==> config.mk <==
export PLATFORM = sky130hd
export DESIGN_NAME = aes_mixcol_seq_flat
export DESIGN_NICKNAME = d
export VERILOG_FILES = /design/src/rtl/aes_pkg.sv /design/src/rtl/aes_mixcol_seq_if.sv /design/src/rtl/gfmult.sv /design/src/rtl/aes_mixcol_seq.sv /design/src/flat_wrapper.sv
export SDC_FILE = /design/constraint.sdc
export NUM_CORES = 1
export LEC_CHECK = 0
export CORE_UTILIZATION = 40
export CTS_CLUSTER_DIAMETER = 40
export CTS_CLUSTER_SIZE = 28
export DETAILED_ROUTE_END_ITERATION = 12
export PLACE_DENSITY = 0.71
export SETUP_SLACK_MARGIN = 0.4
export SYNTH_ARGS = -nofsm -noshare
export SYNTH_HDL_FRONTEND = slang
export SYNTH_SLANG_ARGS = --single-unit
==> constraint.sdc <==
create_clock -name clk -period 2.9 [get_ports clk]
set_clock_uncertainty 0.1 [all_clocks]
set_input_delay 0.87 -clock clk [delete_from_list [all_inputs] [get_ports clk]]
set_output_delay 0.87 -clock clk [all_outputs]
set_load 0.005 [all_outputs]
==> src/rtl/aes_pkg.sv <==
// Shared types and constants for the sequential AES MixColumns engine.
// The INV_MIXCOL_EN build uses INV_MIX_BASE; the forward build uses only MIX_BASE.
package aes_pkg;

  typedef logic [7:0] byte_t;

  typedef enum logic [1:0] {
    IDLE = 2'd0,
    CALC = 2'd1,
    DONE = 2'd2
  } state_t;

  // First row of the circulant matrices; row r uses BASE[(c - r) mod 4].
  localparam byte_t MIX_BASE     [4] = '{8'h02, 8'h03, 8'h01, 8'h01};
  localparam byte_t INV_MIX_BASE [4] = '{8'h0e, 8'h0b, 8'h0d, 8'h09};

  // Multiply by x modulo the AES polynomial 0x11B.
  function automatic byte_t xtime(input byte_t b);
    return {b[6:0], 1'b0} ^ (b[7] ? 8'h1b : 8'h00);
  endfunction

endpackage

==> src/rtl/aes_mixcol_seq_if.sv <==
// Column stream interface for aes_mixcol_seq, plus an FSM state debug tap.
// The inv select exists only when INV_MIXCOL_EN is defined.
interface aes_mixcol_seq_if;
  import aes_pkg::*;

  // Both sides use valid/ready: a transfer happens on a clock edge where valid
  // and ready are both high; a source holds valid and data stable until then.
  logic        in_valid;
  logic        in_ready;
  logic [31:0] col_in;
  logic        out_valid;
  logic        out_ready;
  logic [31:0] col_out;
  logic        busy;
  state_t      dbg_state;
`ifdef INV_MIXCOL_EN
  logic        inv;
`endif

`ifdef INV_MIXCOL_EN
  modport master (
    output in_valid, col_in, out_ready, inv,
    input  in_ready, out_valid, col_out, busy, dbg_state
  );
  modport slave (
    input  in_valid, col_in, out_ready, inv,
    output in_ready, out_valid, col_out, busy, dbg_state
  );
`else
  modport master (
    output in_valid, col_in, out_ready,
    input  in_ready, out_valid, col_out, busy, dbg_state
  );
  modport slave (
    input  in_valid, col_in, out_ready,
    output in_ready, out_valid, col_out, busy, dbg_state
  );
`endif

endinterface

==> src/rtl/gfmult.sv <==
// Combinational GF(2^8) multiplier over the AES polynomial 0x11B.
module gfmult
  import aes_pkg::*;
(
  input  byte_t val_a,
  input  byte_t val_b,
  output byte_t val_p
);

  byte_t a_sh;
  byte_t prod;

  always_comb begin
    a_sh = val_a;
    prod = '0;
    for (int i = 0; i < 8; i++) begin
      if (val_b[i]) prod = prod ^ a_sh;
      a_sh = xtime(a_sh);
    end
    val_p = prod;
  end

endmodule

==> src/rtl/aes_mixcol_seq.sv <==
// Sequential MixColumns: one column in 16 CALC cycles through a single shared gfmult.
// Define INV_MIXCOL_EN to add the inv select (InvMixColumns coefficients).
module aes_mixcol_seq
  import aes_pkg::*;
#(
  parameter int BYTE_W = 8
)(
  input logic             clk,
  input logic             rst_n,
  aes_mixcol_seq_if.slave bus
);

  localparam int COL_W = 4 * BYTE_W;

  state_t           state;
  state_t           state_nxt;
  logic [3:0]       cnt;
  byte_t            acc;
  byte_t            acc_nxt;
  logic [COL_W-1:0] col_q;
  logic [COL_W-1:0] col_out_q;
  byte_t            res0_q;
  byte_t            res1_q;
  byte_t            res2_q;

  logic [1:0] row;
  logic [1:0] term;
  logic [1:0] idx;
  byte_t      coef;
  byte_t      s_c;
  byte_t      product;

  assign row  = cnt[3:2];
  assign term = cnt[1:0];
  // 2-bit subtraction wraps, giving (c - r) mod 4 for the circulant lookup.
  assign idx  = term - row;

`ifdef INV_MIXCOL_EN
  logic inv_q;

  always_comb begin
    coef = inv_q ? INV_MIX_BASE[idx] : MIX_BASE[idx];
  end
`else
  always_comb begin
    coef = MIX_BASE[idx];
  end
`endif

  always_comb begin
    s_c = '0;
    case (term)
      2'd0:    s_c = col_q[31:24];
      2'd1:    s_c = col_q[23:16];
      2'd2:    s_c = col_q[15:8];
      default: s_c = col_q[7:0];
    endcase
  end

  gfmult u_gfmult (
    .val_a (coef),
    .val_b (s_c),
    .val_p (product)
  );

  assign acc_nxt = acc ^ product;

  always_comb begin
    state_nxt     = state;
    bus.in_ready  = 1'b0;
    bus.out_valid = 1'b0;
    bus.busy      = 1'b0;
    case (state)
      IDLE: begin
        bus.in_ready = 1'b1;
        if (bus.in_valid) state_nxt = CALC;
      end
      CALC: begin
        bus.busy = 1'b1;
        if (cnt == 4'd15) state_nxt = DONE;
      end
      DONE: begin
        bus.out_valid = 1'b1;
        if (bus.out_ready) state_nxt = IDLE;
      end
      default: state_nxt = IDLE;
    endcase
  end

  always_ff @(posedge clk) begin
    if (!rst_n) begin
      state     <= IDLE;
      cnt       <= '0;
      acc       <= '0;
      col_q     <= '0;
      col_out_q <= '0;
      res0_q    <= '0;
      res1_q    <= '0;
      res2_q    <= '0;
`ifdef INV_MIXCOL_EN
      inv_q     <= 1'b0;
`endif
    end else begin
      state <= state_nxt;
      case (state)
        IDLE: begin
          if (bus.in_valid) begin
            col_q <= bus.col_in;
            cnt   <= '0;
            acc   <= '0;
`ifdef INV_MIXCOL_EN
            inv_q <= bus.inv;
`endif
          end
        end
        CALC: begin
          cnt <= cnt + 4'd1;
          if (term == 2'd3) begin
            acc <= '0;
            // Rows 0..2 are staged so col_out only moves once the column is complete.
            case (row)
              2'd0:    res0_q <= acc_nxt;
              2'd1:    res1_q <= acc_nxt;
              2'd2:    res2_q <= acc_nxt;
              default: col_out_q <= {res0_q, res1_q, res2_q, acc_nxt};
            endcase
          end else begin
            acc <= acc_nxt;
          end
        end
        default: ;
      endcase
    end
  end

  assign bus.col_out   = col_out_q;
  assign bus.dbg_state = state;

endmodule

==> src/flat_wrapper.sv <==
// flat-port wrapper written by rule: the top's interface ports become plain ports
module aes_mixcol_seq_flat import aes_pkg::*;
#(
  parameter int BYTE_W = 8
)
  (clk, rst_n, bus_in_valid, bus_col_in, bus_out_ready, bus_in_ready, bus_out_valid, bus_col_out, bus_busy, bus_dbg_state);
  aes_mixcol_seq_if bus_i ();
  input logic clk;
  input logic rst_n;
  input wire logic [$bits(bus_i.in_valid)-1:0] bus_in_valid;
  input wire logic [$bits(bus_i.col_in)-1:0] bus_col_in;
  input wire logic [$bits(bus_i.out_ready)-1:0] bus_out_ready;
  output wire logic [$bits(bus_i.in_ready)-1:0] bus_in_ready;
  output wire logic [$bits(bus_i.out_valid)-1:0] bus_out_valid;
  output wire logic [$bits(bus_i.col_out)-1:0] bus_col_out;
  output wire logic [$bits(bus_i.busy)-1:0] bus_busy;
  output wire logic [$bits(bus_i.dbg_state)-1:0] bus_dbg_state;
  assign bus_i.in_valid = bus_in_valid;
  assign bus_i.col_in = bus_col_in;
  assign bus_i.out_ready = bus_out_ready;
  assign bus_in_ready = bus_i.in_ready;
  assign bus_out_valid = bus_i.out_valid;
  assign bus_col_out = bus_i.col_out;
  assign bus_busy = bus_i.busy;
  assign bus_dbg_state = bus_i.dbg_state;
  aes_mixcol_seq #(.BYTE_W(BYTE_W)) u_core (.clk(clk), .rst_n(rst_n), .bus(bus_i));
endmodule
Word level (Yosys, flattened, before mapping)
Cells that the tools add are included.
{"block": "op_classes", "add_sub_neg": 2, "n_reduce_logical": 12, "n_eq_ne": 11, "order_cmp": 1, "n_bitwise": 17, "muxes": 31}
{"cell": "8-bit two-way mux", "n": 12}
{"cell": "8-bit bitwise XOR", "n": 8}
{"cell": "8-bit by 5-bit bitwise XOR with 8-bit output", "n": 7}
{"cell": "5-bit two-way mux", "n": 7}
{"cell": "8-bit case mux with 3 select lines", "n": 1}
{"cell": "8-bit binary-select mux with 2-bit select", "n": 1}
{"cell": "8-bit case mux with 2 select lines", "n": 1}
{"cell": "3-bit AND reduction", "n": 5}
{"cell": "2-bit equality test (second input constant)", "n": 4}
{"cell": "4-bit case mux with 2 select lines", "n": 1}
{"cell": "2-bit by 1-bit equality test with 1-bit output (second input constant)", "n": 3}
{"cell": "2-bit logical NOT", "n": 3}
{"cell": "2-bit two-way mux", "n": 3}
{"cell": "2-bit case mux with 3 select lines", "n": 1}
{"cell": "4-bit by 1-bit adder with 4-bit output (second input constant)", "n": 1}
{"cell": "4-bit equality test (second input constant)", "n": 1}
{"cell": "4-bit two-way mux", "n": 1}
{"cell": "2-bit inequality test (second input constant)", "n": 2}
{"cell": "2-bit AND reduction", "n": 2}
{"cell": "3-bit greater-or-equal comparator (second input constant)", "n": 1}
{"cell": "1-bit two-way mux", "n": 3}
{"cell": "2-bit inverter with 3-bit output", "n": 1}
{"cell": "3-bit OR reduction", "n": 1}
{"cell": "2-bit by 1-bit inequality test with 1-bit output (second input constant)", "n": 1}
{"cell": "3 further kinds", "n": 3}
{"block": "totals", "register_bits": 102, "wordCells": 82, "in_bits": 36, "out_inout_bits": 37}

Depth between registers and ports, before layout
{"block": "logic_depth", "ltp_word": 24, "depth_mapped": 10, "depth_no_buf": 8}

Hierarchy
A second synthesis with hierarchy kept.
{"block": "unflattened", "cells_unflattened": 627, "area_unflattened_um2": 5560.3}
{"module": "aes_mixcol_seq", "seq_area_each_um2": 2042.0, "area_per_inst_um2": 4240.3, "instances": 1, "cells_each": 450}
{"module": "gfmult", "seq_area_each_um2": 0.0, "area_per_inst_um2": 1320.0, "instances": 1, "cells_each": 177}

Least setup slack after synthesis
OpenSTA, ideal clock, no wires.
{"block": "synth_path", "path_kind": "register to register", "start": "register u_core.cnt[1]", "end": "register u_core.res2_q[3]", "t_arrival_ns": 2.565, "stages_incl_launch_ff": 11, "setup_ns": 0.062, "period_less_slack_ns": 2.727, "required_time_ns": 2.738, "n_path_buf": 2, "setup_slack_ns": 0.173, "cell_sequence": "dfxtp_1 > inv_1 > ha_1 > buf_6 > a222oi_1 > a21oi_4 > xor2_2 > and3_1 > buf_6 > or4_1 > nand3_1"}
{"block": "synth_between", "elab_chain_cells": 22, "word_cells_on_any_way": 41, "cone_classes": "1 x add/sub; 3 x eq/ne; 19 x mux; 16 x bitwise; 2 x reduce/logical"}
{"item": "start: declaration", "line": "aes_mixcol_seq.sv:17", "source": "logic [3:0] cnt;"}
{"item": "start signal: assignment", "line": "aes_mixcol_seq.sv:117", "source": "cnt <= cnt + 4'd1;"}
{"item": "2-bit subtractor", "line": "aes_mixcol_seq.sv:36", "source": "assign idx = term - row;"}
{"item": "2-bit inverter with 3-bit output (implied by the code)", "line": "aes_mixcol_seq.sv:46", "source": "coef = MIX_BASE[idx];"}
{"item": "8-bit binary-select mux with 2-bit select", "line": "aes_mixcol_seq.sv:46"}
{"item": "8-bit two-way mux (implied by the code) (2 in series)", "line": "aes_mixcol_seq.sv:46"}
{"item": "5-bit two-way mux", "line": "aes_pkg.sv:19", "source": "return {b[6:0], 1'b0} ^ (b[7] ? 8'h1b : 8'h00);"}
{"item": "8-bit by 5-bit bitwise XOR with 8-bit output", "line": "aes_pkg.sv:19"}
{"item": "8-bit bitwise XOR", "line": "gfmult.sv:17", "source": "if (val_b[i]) prod = prod ^ a_sh;"}
{"item": "8-bit two-way mux", "line": "gfmult.sv:17"}
{"item": "[... 5 more ...]"}
{"item": "8-bit two-way mux", "line": "gfmult.sv:17"}
{"item": "8-bit bitwise XOR", "line": "gfmult.sv:17"}
{"item": "8-bit two-way mux", "line": "gfmult.sv:17"}
{"item": "8-bit bitwise XOR", "line": "gfmult.sv:17"}
{"item": "8-bit two-way mux", "line": "gfmult.sv:17"}
{"item": "8-bit bitwise XOR", "line": "gfmult.sv:17"}
{"item": "8-bit two-way mux", "line": "gfmult.sv:17"}
{"item": "8-bit bitwise XOR", "line": "aes_mixcol_seq.sv:66", "source": "assign acc_nxt = acc ^ product;"}
{"item": "end signal: assignment", "line": "aes_mixcol_seq.sv:124", "source": "2'd2: res2_q <= acc_nxt;"}
{"item": "end: declaration", "line": "aes_mixcol_seq.sv:24", "source": "byte_t res2_q;"}
Parallel ways exist; a longest one is shown, timed or not. The select of a mux whose other input is x is not followed.
A chain may end at the register's enable or synchronous reset.

Worst setup path in the final report
{"block": "layout_path", "start": "register u_core.cnt[1]", "end": "register u_core.res2_q[1]"}
Same word-level chain as after synthesis.

==> results.sh <==
export IMPL_yosys_area_top_type_share=0.4426
export IMPL_root_buffer="clkbuf_16"
export IMPL_cp_num_buf_inv=4
export IMPL_grt_total_usage=0.2174
export IMPL_die_area_sq_mm=0.01197
export IMPL_antennaDiodeCount=0
export IMPL_seqCellArea_sq_mm=0.002051
export IMPL_htree_levels=3
export IMPL_dr_total_vias=4723
export IMPL_ir_drop_uv=267.9
export IMPL_endpoint_kind="flop"
export IMPL_critical_path_class="reg -> reg"
export IMPL_worst_pin_slew_ns=0.6069
export IMPL_top_level_ports=73
export IMPL_io_buffers=72
export IMPL_place_gp_congestion=0.9007
export IMPL_fin_util=0.5860
export IMPL_min_period_over_period=0.9019
export IMPL_grt_pass1_wl_um=20290
export IMPL_drc=0
export IMPL_synthesis_area_sq_mm=0.004613
export IMPL_dp_slack_ns=0.1479
export IMPL_hp_start="u_core.res1_q[0]$_SDFFE_PN0P_"
export IMPL_synthTopCellsByCount="nand2_1, dfxtp_1, a21oi_1"
export IMPL_async_flop_share=0
export IMPL_dp_hpwl_um=8438
export IMPL_ant_nets=0
export IMPL_fill_cells=974
export IMPL_avgViaCountPerCell=5.663
export IMPL_rsz0062_at_grt="yes"
export IMPL_worstPathRequired_ns=3.04
export IMPL_first_global_vias=4193
export IMPL_ys_ff_latch=102
export IMPL_core_sq_mm=0.01103
export IMPL_slew_violations=0
export IMPL_first_pass_iters=7
export IMPL_ys_seq_area_frac=0.4426
export IMPL_syn_inst=586
export IMPL_syn_to_final_growth_pct=40.11
export IMPL_syn_nets=627
export IMPL_max_clock_freq_mhz=382.3
export IMPL_grt_max_degree=45
export IMPL_yosys_warnings=0
export IMPL_max_slew_margin=0.5954
export IMPL_status="complete, no violations"
export IMPL_startpoint="u_core.cnt[1]$_SDFFE_PN0P_"
export IMPL_yosys_top_cells_area="dfxtp_1, nand2_1, a21oi_1"
export IMPL_cpLargestDelayFamily="compound AO/OA/AOI/OAI gates"
export IMPL_slowest_delay_ns=0.53
export IMPL_setup_slack_ns=0.2844
export IMPL_worst_skew_pair_late_latency_ns=0.35
export IMPL_period_needed_ns=2.616
export IMPL_cts_buffers=9
export IMPL_crit_fanout=6
export IMPL_synth_cell_types=48
export IMPL_fin_nets=730
export IMPL_synth_avg_cell_area_sq_um=7.872
export IMPL_overflow=0
export IMPL_synth_edf_count=0
export IMPL_synth_ff_type="dfxtp_1"
export IMPL_synth_top_cell_by_area="dfxtp_1"
export IMPL_path_common_cell="buf_4"
export IMPL_die_y_um=109.4
export IMPL_cts_tree="built"
export IMPL_multi_input_area_sq_mm=0.002671
export IMPL_clockBufferDepth=2
export IMPL_drv_cap=0
export IMPL_yosysMostFrequentCell="nand2_1"
export IMPL_hold_class="reg -> reg"
export IMPL_p_leak_nw=2.365
export IMPL_setup_tns_ns=0
export IMPL_drive_gt1_frac=0.1916
export IMPL_drt_first_iter_violations=429
export IMPL_start_util=0.4182
export IMPL_die_w_um=109.4
export IMPL_crit_chain="inv_4 > ha_4 > buf_12 > a222oi_1 > a21oi_4 > xor2_4 > o22ai_4 > buf_4 > buf_4 > mux2i_1 > nand2_1"
export IMPL_powerDensity_mw_per_mm2=486.5
export IMPL_clkTransAtPathRegs_ns=0.06
export IMPL_arrival_ns=2.75
export IMPL_r2r_start="u_core.cnt[1]$_SDFFE_PN0P_"
export IMPL_wirelength_um=13950
export IMPL_power_mw=3.145
export IMPL_placementRows=38
export IMPL_setup_viol=0
export IMPL_antenna_found_initial=0
export IMPL_fin_area_sq_mm=0.006464
export IMPL_finalHoldViolations=0
export IMPL_wl_per_cell_um=16.72
export IMPL_cts_sinks=102
export IMPL_place_area_sq_mm=0.005523
export IMPL_start_kind="flop"
export IMPL_worst_path_max_delay_cell="a222oi_1"
## flip-flops by register name (all words and copies together) (netlist names)
register / count
u_core.bus.col_out: 32
u_core.res0_q: 8
u_core.col_q: 32
u_core.bus.dbg_state: 2
u_core.res2_q: 8
u_core.acc: 8
u_core.res1_q: 8
u_core.cnt: 4
## cell type report
class | instances | area share
timing repair buffer | 134 | 0.1911
multi-input combinational | 430 | 0.4133
tap | 140 | 0.02710
sequential | 102 | 0.3173
clock buffer | 14 | 0.04084
clock inverter | 2 | 0.002129
inverter | 12 | 0.008324
## layer usage
metal / routed length, um / vias to the layer above / GRT usage
met2: 6789 / 196 / 0.3518
li1: - / 2263 / -
met3: 877 / 42 / 0.02667
met4: 428 / 0 / 0.09905
met5: 0 / - / 0
met1: 5852 / 2222 / 0.2896
## placed cells by master, fill, tap and decap left out, drive strengths merged, types with 8 or more instances in the layout
cell | Yosys | layout
a211oi | 12 | 12
nand2 | 154 | 154
clkdlybuf4s50 | 0 | 72
mux2i | 8 | 8
nor2 | 23 | 23
inv | 11 | 11
clkbuf | 35 | 14
and3 | 9 | 9
or4 | 9 | 9
a222oi | 8 | 8
a21oi | 80 | 80
o21ai | 18 | 18
nor3 | 8 | 8
dfxtp | 102 | 102
nand3 | 23 | 23
buf | 7 | 62
## worst min-delay path: stages, from the launching register on
cell and delay [ns]:
dfxtp_1 0.31, nand2_1 0.05, a21oi_1 0.05
## timing repair
action                     in CTS  in global routing
buffers inserted               17                 23
resized for setup              28                 41
cloned                          0                  1
setup endpoints to repair      24                 40
hold buffers                    0                  0
pin swaps                      16                 27
## logic make-up (layout without fill, tap and decap cells)
family	after synthesis	count (layout)	share of synthesized area
xor+xnor	10	10	0.02549
compound gates	153	153	0.2059
flops	102	102	0.4426
mux	11	11	0.02468
simple gates	251	251	0.2392
fa+ha+maj	5	5	0.01356
buf+inv	54	162	0.04855
## where the power goes
part           switching [mW]  internal, mW
Clock                   0.510         0.632
Combinational           0.277         0.250
Sequential             0.0363          1.44
## worst paths after layout
kind | slack [ns] | end | cells after the start
worst min register to register | 0.35 | u_core.bus.col_out[16]$_SDFFE_PN0P_ | 2
worst max-delay path | 0.28 | u_core.res2_q[1]$_SDFFE_PN0P_ | 11
worst min-delay path | 0.35 | u_core.bus.col_out[16]$_SDFFE_PN0P_ | 2
worst max register to register | 0.28 | u_core.res2_q[1]$_SDFFE_PN0P_ | 11
## metrics by stage
step                      std cells  hold WS, ns
after floorplan                 586       0.3274
after global placement          777       0.3448
after detailed placement        777       0.3470
after CTS                       810       0.3565
after global routing            834       0.3749
final                           834       0.3510
Power figures use the tool's default switching activity.
